### src/rtl/ysyx_23060332_mem_arbiter.sv
// ============================================================================
// Module   : ysyx_23060332_mem_arbiter
// Brief    : Shares one memory port between the IFU (read-only) and the LSU
//            (read/write). Only one transaction is in flight at a time.
//            Optional macro YSYX_23060332_ARB_RR_EN selects round-robin
//            arbitration. Without it, the LSU has fixed priority.
// Revision : 1.0 - initial release
// ============================================================================
`default_nettype none

module ysyx_23060332_mem_arbiter #(
   parameter int ADDR_W = 32,
   parameter int DATA_W = 64,
   parameter int MASK_W = DATA_W / 8
) (
   input  logic              clk,
   input  logic              rst_n,
   // IFU side
   input  logic              i_ifu_req_valid,
   output logic              o_ifu_req_ready,
   input  logic [ADDR_W-1:0] i_ifu_raddr,
   output logic              o_ifu_resp_valid,
   output logic [DATA_W-1:0] o_ifu_rdata,
   // LSU side
   input  logic              i_lsu_req_valid,
   output logic              o_lsu_req_ready,
   input  logic              i_lsu_wen,
   input  logic [ADDR_W-1:0] i_lsu_addr,
   input  logic [DATA_W-1:0] i_lsu_wdata,
   input  logic [MASK_W-1:0] i_lsu_wmask,
   output logic              o_lsu_resp_valid,
   output logic [DATA_W-1:0] o_lsu_rdata,
   // Memory side
   output logic              o_mem_req_valid,
   input  logic              i_mem_req_ready,
   output logic              o_mem_wen,
   output logic [ADDR_W-1:0] o_mem_addr,
   output logic [DATA_W-1:0] o_mem_wdata,
   output logic [MASK_W-1:0] o_mem_wmask,
   input  logic              i_mem_resp_valid,
   input  logic [DATA_W-1:0] i_mem_rdata
);

   typedef enum logic [1:0] {
      S_IDLE = 2'd0,
      S_REQ  = 2'd1,
      S_WAIT = 2'd2
   } state_t;

   localparam logic c_OWNER_IFU = 1'b0;
   localparam logic c_OWNER_LSU = 1'b1;

   state_t              r_state;
   state_t              w_state_nxt;
   logic                r_owner;
   logic                r_wen;
   logic [ADDR_W-1:0]   r_addr;
   logic [DATA_W-1:0]   r_wdata;
   logic [MASK_W-1:0]   r_wmask;

   logic                w_pick_lsu;
   logic                w_ifu_grant;
   logic                w_lsu_grant;
   logic                w_resp;

`ifdef YSYX_23060332_ARB_RR_EN
   logic                r_last_grant;

   // Round-robin: on a tie the requester not served last wins.
   always_comb begin
      w_pick_lsu = i_lsu_req_valid &&
                   (!i_ifu_req_valid || (r_last_grant == c_OWNER_IFU));
   end

   // Remember who was served by the most recent accepted request.
   always_ff @(posedge clk) begin
      if (!rst_n) begin
         r_last_grant <= c_OWNER_LSU;
      end else if (w_lsu_grant) begin
         r_last_grant <= c_OWNER_LSU;
      end else if (w_ifu_grant) begin
         r_last_grant <= c_OWNER_IFU;
      end
   end
`else
   // Fixed priority: the LSU always wins when it is requesting.
   always_comb begin
      w_pick_lsu = i_lsu_req_valid;
   end
`endif

   // Handshakes only happen in IDLE and never while reset is held, so that
   // the ready outputs read as zero for the whole reset cycle.
   assign w_lsu_grant = rst_n && (r_state == S_IDLE) && w_pick_lsu;
   assign w_ifu_grant = rst_n && (r_state == S_IDLE) && i_ifu_req_valid && !w_pick_lsu;
   assign w_resp      = rst_n && (r_state == S_WAIT) && i_mem_resp_valid;

   // State register and latch of the granted request's fields.
   always_ff @(posedge clk) begin
      if (!rst_n) begin
         r_state <= S_IDLE;
         r_owner <= c_OWNER_IFU;
         r_wen   <= 1'b0;
         r_addr  <= '0;
         r_wdata <= '0;
         r_wmask <= '0;
      end else begin
         r_state <= w_state_nxt;
         if (w_lsu_grant) begin
            r_owner <= c_OWNER_LSU;
            r_wen   <= i_lsu_wen;
            r_addr  <= i_lsu_addr;
            r_wdata <= i_lsu_wdata;
            r_wmask <= i_lsu_wmask;
         end else if (w_ifu_grant) begin
            r_owner <= c_OWNER_IFU;
            r_wen   <= 1'b0;
            r_addr  <= i_ifu_raddr;
            r_wdata <= '0;
            r_wmask <= '0;
         end
      end
   end

   // Next-state logic and all combinational outputs.
   always_comb begin
      w_state_nxt      = r_state;
      o_ifu_req_ready  = w_ifu_grant;
      o_lsu_req_ready  = w_lsu_grant;
      o_mem_req_valid  = 1'b0;
      o_mem_wen        = 1'b0;
      o_mem_addr       = '0;
      o_mem_wdata      = '0;
      o_mem_wmask      = '0;
      o_ifu_resp_valid = 1'b0;
      o_ifu_rdata      = '0;
      o_lsu_resp_valid = 1'b0;
      o_lsu_rdata      = '0;

      case (r_state)
         S_IDLE: begin
            if (w_ifu_grant || w_lsu_grant) begin
               w_state_nxt = S_REQ;
            end
         end
         S_REQ: begin
            // Memory fields come straight from the latch, so they stay
            // stable for as long as memory stalls.
            o_mem_req_valid = rst_n;
            if (rst_n) begin
               o_mem_wen   = r_wen;
               o_mem_addr  = r_addr;
               o_mem_wdata = r_wdata;
               o_mem_wmask = r_wmask;
            end
            if (i_mem_req_ready) begin
               w_state_nxt = S_WAIT;
            end
         end
         S_WAIT: begin
            if (w_resp) begin
               w_state_nxt = S_IDLE;
               if (r_owner == c_OWNER_LSU) begin
                  o_lsu_resp_valid = 1'b1;
                  o_lsu_rdata      = i_mem_rdata;
               end else begin
                  o_ifu_resp_valid = 1'b1;
                  o_ifu_rdata      = i_mem_rdata;
               end
            end
         end
         default: begin
            w_state_nxt = S_IDLE;
         end
      endcase
   end

endmodule

`default_nettype wire
### config.mk
export PLATFORM = sky130hd
export DESIGN_NAME = ysyx_23060332_mem_arbiter
export DESIGN_NICKNAME = d
export VERILOG_FILES = /design/src/rtl/ysyx_23060332_mem_arbiter.sv
export SDC_FILE = /design/constraint.sdc
export NUM_CORES = 1
export LEC_CHECK = 0
export ABC_AREA = 1
export CORE_AREA = 2 2 173 175
export CTS_CLUSTER_SIZE = 24
export DETAILED_ROUTE_END_ITERATION = 8
export DIE_AREA = 0 0 175 177
export PLACE_DENSITY_LB_ADDON = 0.3
export SLEW_MARGIN = 20
export SYNTH_ARGS = -nofsm -noshare
export SYNTH_HDL_FRONTEND = slang
export SYNTH_SLANG_ARGS = --single-unit
### constraint.sdc
create_clock -name clk -period 2.92 [get_ports clk]
set_clock_uncertainty 0.15 [all_clocks]
set_input_delay 0.438 -clock clk [delete_from_list [all_inputs] [get_ports clk]]
set_output_delay 0.438 -clock clk [all_outputs]
set_load 0.05 [all_outputs]
Word level (Yosys, flattened, before mapping)
Index checks and enable logic that the tools add are counted.
{"block": "totals", "ff_bits": 108, "in_bits": 207}
{"block": "op_classes", "eq_ne": 5, "muxes": 34, "n_reduce_logical": 11}
{"operator": "64-bit 2-to-1 mux", "count": 10}
{"operator": "32-bit 2-to-1 mux", "count": 4}
{"operator": "8-bit 2-to-1 mux", "count": 4}
{"operator": "1-bit 2-to-1 mux", "count": 12}
{"operator": "1-bit logical AND", "count": 6}
{"operator": "2-bit 2-to-1 mux", "count": 3}
{"operator": "2-bit one-hot mux with 3 select lines", "count": 1}
{"operator": "2-bit inequality test, second input constant", "count": 2}
{"operator": "3-bit AND reduction", "count": 1}
{"operator": "2-bit by 1-bit equality test with 1-bit output, second input constant", "count": 1}
{"operator": "2-bit equality test, second input constant", "count": 1}
{"operator": "2-bit logical NOT", "count": 1}
{"operator": "2-bit by 1-bit inequality test with 1-bit output, second input constant", "count": 1}
{"operator": "2-bit nonzero test", "count": 1}
{"operator": "1-bit logical NOT", "count": 1}
{"operator": "1-bit logical OR", "count": 1}

Depth between registers and ports, before layout
{"block": "logic_depth", "depth_word": 7, "mapped_depth": 8, "mapped_depth_nobuf": 7}

Least setup slack after synthesis
No wires, ideal clock.
{"block": "synth_path", "kind": "input to output", "startpoint": "input rst_n", "endpoint": "output o_ifu_rdata[10]", "slack_ns": 0.187, "t_required_ns": 2.332, "arrival_ns": 2.145, "cell_stages": 6, "path_cell_list": "buf_4 -> nand3_1 -> nor2_2 -> inv_2 -> buf_2 -> nor2_1"}
{"block": "synth_via", "elab_chain_cells": 4}
{"element": "start, declared", "line": "17", "text": "input logic rst_n,"}
{"element": "1-bit logical AND (2 in series)", "line": "96", "text": "assign w_resp = rst_n && (r_state == S_WAIT) && i_mem_resp_valid;"}
{"element": "64-bit 2-to-1 mux", "line": "161", "text": "if (w_resp) begin"}
{"element": "64-bit 2-to-1 mux", "line": "140", "text": "case (r_state)"}
{"element": "end, declared", "line": "23", "text": "output logic [DATA_W-1:0] o_ifu_rdata,"}
Every way passes these cells.

Worst setup path after layout
{"block": "layout_path", "startpoint": "input rst_n", "endpoint": "output o_mem_wdata[13]"}
{"block": "layout_via", "elab_chain_cells": 2}
{"element": "64-bit 2-to-1 mux", "line": "150", "text": "if (rst_n) begin"}
{"element": "64-bit 2-to-1 mux", "line": "140"}
{"element": "end, declared", "line": "38", "text": "output logic [DATA_W-1:0] o_mem_wdata,"}
Every way passes these cells.

==> key figures <==
Status
  – Status: finished, final reports clean

Cells and area
  – Commonest non-fill, non-tap cells in the layout: nor2_1, nand2_1, buf_12, inv_1, clkdlybuf4s50_1
  – Post-layout util: 46.3%
  – Commonest non-fill, non-tap cell in the layout: nor2_1
  – Post-route design area: 13600 um2
  – Finished Layout Cells: roughly 1.9k
  – Final #Nets: 1695
  – Antenna diodes: 0
  – Share of cells above drive strength 1: 19.0%
  – Area grow syn2layout: 125%
  – Number of fill cells: 2838

GRT
  – Vias in the first global route: between 7k and 8k
  – Pin count of the biggest net entering global routing: 75
  – Initial antenna violation count: 0
  – Global Route Usage Sum: 17.1%
  – Congestion Overflow GR: 0
  – First-pass GRT wire length: 41400 um

Detailed routing
  – Drc violations: 0
  – DRT Pass-1 Iters: 4
  – Vias: 7432
  – Vias per std cell: 3.95
  – DRT Wirelength: 27400 um
  – DR WL/cell: 14.6 um
  – Final antenna-violating net count: 0
  – DRT iter0 DRCs: 352

Placed design
  – Post-DP Area: 13200 um2
  – Port bufs: 444
  – Gpl congestion: 0.838
  – Setup slack at placement: 0.258 ns
  – HPWL after detailed placement: 21700 um
  – Placed cell count: ~1.9k

Critical path
  – CP peak stage delay: 0.52 ns
  – CP Cell Sequence: clkdlybuf4s50_1 -> buf_4 -> nand2_4 -> buf_12 -> nor2_1 -> buf_12
  – Setup crit end kind: primary output
  – Data arrival time of the critical path: 2.10 ns
  – Crit path max-delay family: buffers and inverters
  – Slowest-stage cell, CP: clkdlybuf4s50_1
  – Worst path required time: 2.33 ns
  – WS Path Type: in2out
  – WP buf/inv: 4
  – Critical path startpoint category: input port
  – Most used cell, CP: buf_12
  – CP max FO: 45
  – Flop2flop setup slack: between 1 and 1.5 ns

Clocking
  – Clk buf depth: 2
  – Setup repair bufs after CTS: 0
  – Clock-pin slew on the worst setup and hold paths: 0.08 ns
  – CTS resizes: 0
  – Cts-stage hold buffer count: 0
  – Num CTS Buffers: 9
  – Clk sink count: 108
  – CTS tree: done
  – CTS H-tree depth: 3
  – Root Buffer: clkbuf_16
  – Worst-skew pair later-pin latency: 0.35 ns

Power and ir drop
  – Pwr per Cell Area: 287 nW/um2
  – LEAKAGE: 0.00586 uW
  – VDD IR max: between 0.2 and 0.25 mV

Flow run
  – Max cap viols: 0

STA
  – Setup WS post-layout: 0.230 ns
  – Count of final hold-check violations: 0
  – Least-Margin Pin Slew: 0.921 ns
  – Unrepaired setup endpoints after global routing: false
  – # setup viols final: 0
  – Fmax achieved: 372 MHz
  – Slew HR: roughly two fifths
  – Tmin final: 2.69 ns
  – Part of the cycle the worst path needs: 92.1%
  – Setup TNS: 0 ns
  – Slew Limit Fails: 0

Synth
  – Register area share after synthesis: 35.9%
  – Synth Warn #: 0
  – Avg Cell Area, Syn: between 5 and 6 um2
  – Syn Nets: 1288
  – Synthesized instance count: approximately 1.1k
  – Register bit count reported by yosys: 108
  – Mapped Area: 6030 um2
  – Distinct cell type count after synthesis: 16

Die
  – Std cell rows: 63
  – Core Box Area: 29200 um2
  – Die Ht: 177 um
  – Die ar.: 31000 um2
  – Initial core utilization: 20.6%
  – I/O pins: approximately 450
  – Die W: between 150 and 200 um

Min path
  – Hold WC Path Type: reg2reg
## final timing paths
kind                     endpoint  cells past startpoint   startpoint
setup reg to reg       r_addr[10]                      7   r_state[1]
hold / removal        r_wdata[31]                      2  r_wdata[31]
hold reg to reg       r_wdata[31]                      2  r_wdata[31]
setup / recovery  o_mem_wdata[13]                      6        rst_n
## routing by layer
layer / part of all wire [%] / wire length [um] / vias to the layer above / GRT usage (%)
li1: - / - / 3880 / -
met1: 38 / 10300 / 3281 / 18.8
met5: 0 / 0 / - / 0
met4: 2.4 / 649 / 0 / 5.24
met3: 6.5 / 1780 / 32 / 3.99
met2: 53 / 14700 / 239 / 32.5
## sequential cells by signal, indices dropped and copies added (netlist names)
name,count
r_addr,32
r_owner,1
r_state,2
r_wdata,64
r_wen,1
r_wmask,8
## logic make-up after synthesis
| kind of cell | Yosys count | synth area share (%) |
|---|---|---|
| simple gates | 619 | 38.8 |
| buf+inv | 277 | 18.8 |
| flops | 108 | 35.9 |
| compound gates | 77 | 6.51 |
## report_power, final
| group | internal, uW | switching [uW] | leakage (uW) | total (uW) |
|---|---|---|---|---|
| Clock | 624 | 681 | 0.000153 | 1310 |
| Sequential | 1570 | 37.0 | 0.000884 | 1600 |
| Combinational | 485 | 499 | 0.00482 | 984 |
## synthesized netlist by cell type, drive strengths merged
library cell,number,area [um2]
nand3,5,25.0
clkbuf,19,71.3
nor2,334,1260
a21oi,75,379
nand4,1,6.26
inv,212,796
nand2,279,1050
dfxtp,108,2160
buf,46,269
o21ai,2,13.8
## tightest hold or removal path, delay by kind of cell (launching register included)
kind	cells	cell delay, ns
AND/OR/NAND/NOR	1	0.06
flip-flops	1	0.32
AO/OA/AOI/OAI	1	0.05
## area by class of cell
class                      count  area (um2)  share of cell area, %
timing repair buffer         461        7040                   52.0
multi-input combinational    696        2750                   20.3
sequential                   108        2160                   16.0
inverter                     212         796                   5.87
tap                          390         488                   3.60
clock buffer                   9         225                   1.66
clock inverter                 7        88.8                  0.655
## through the flow
stage | hold slack [ns] | power [uW]
after floorplan | 0.289 | 2110
after global placement | 0.298 | 2620
after detailed placement | 0.303 | 2630
after CTS | 0.317 | 3970
after global routing | 0.333 | 4110
final | 0.314 | 3890
No activity file was read; power rests on OpenSTA's default activity.
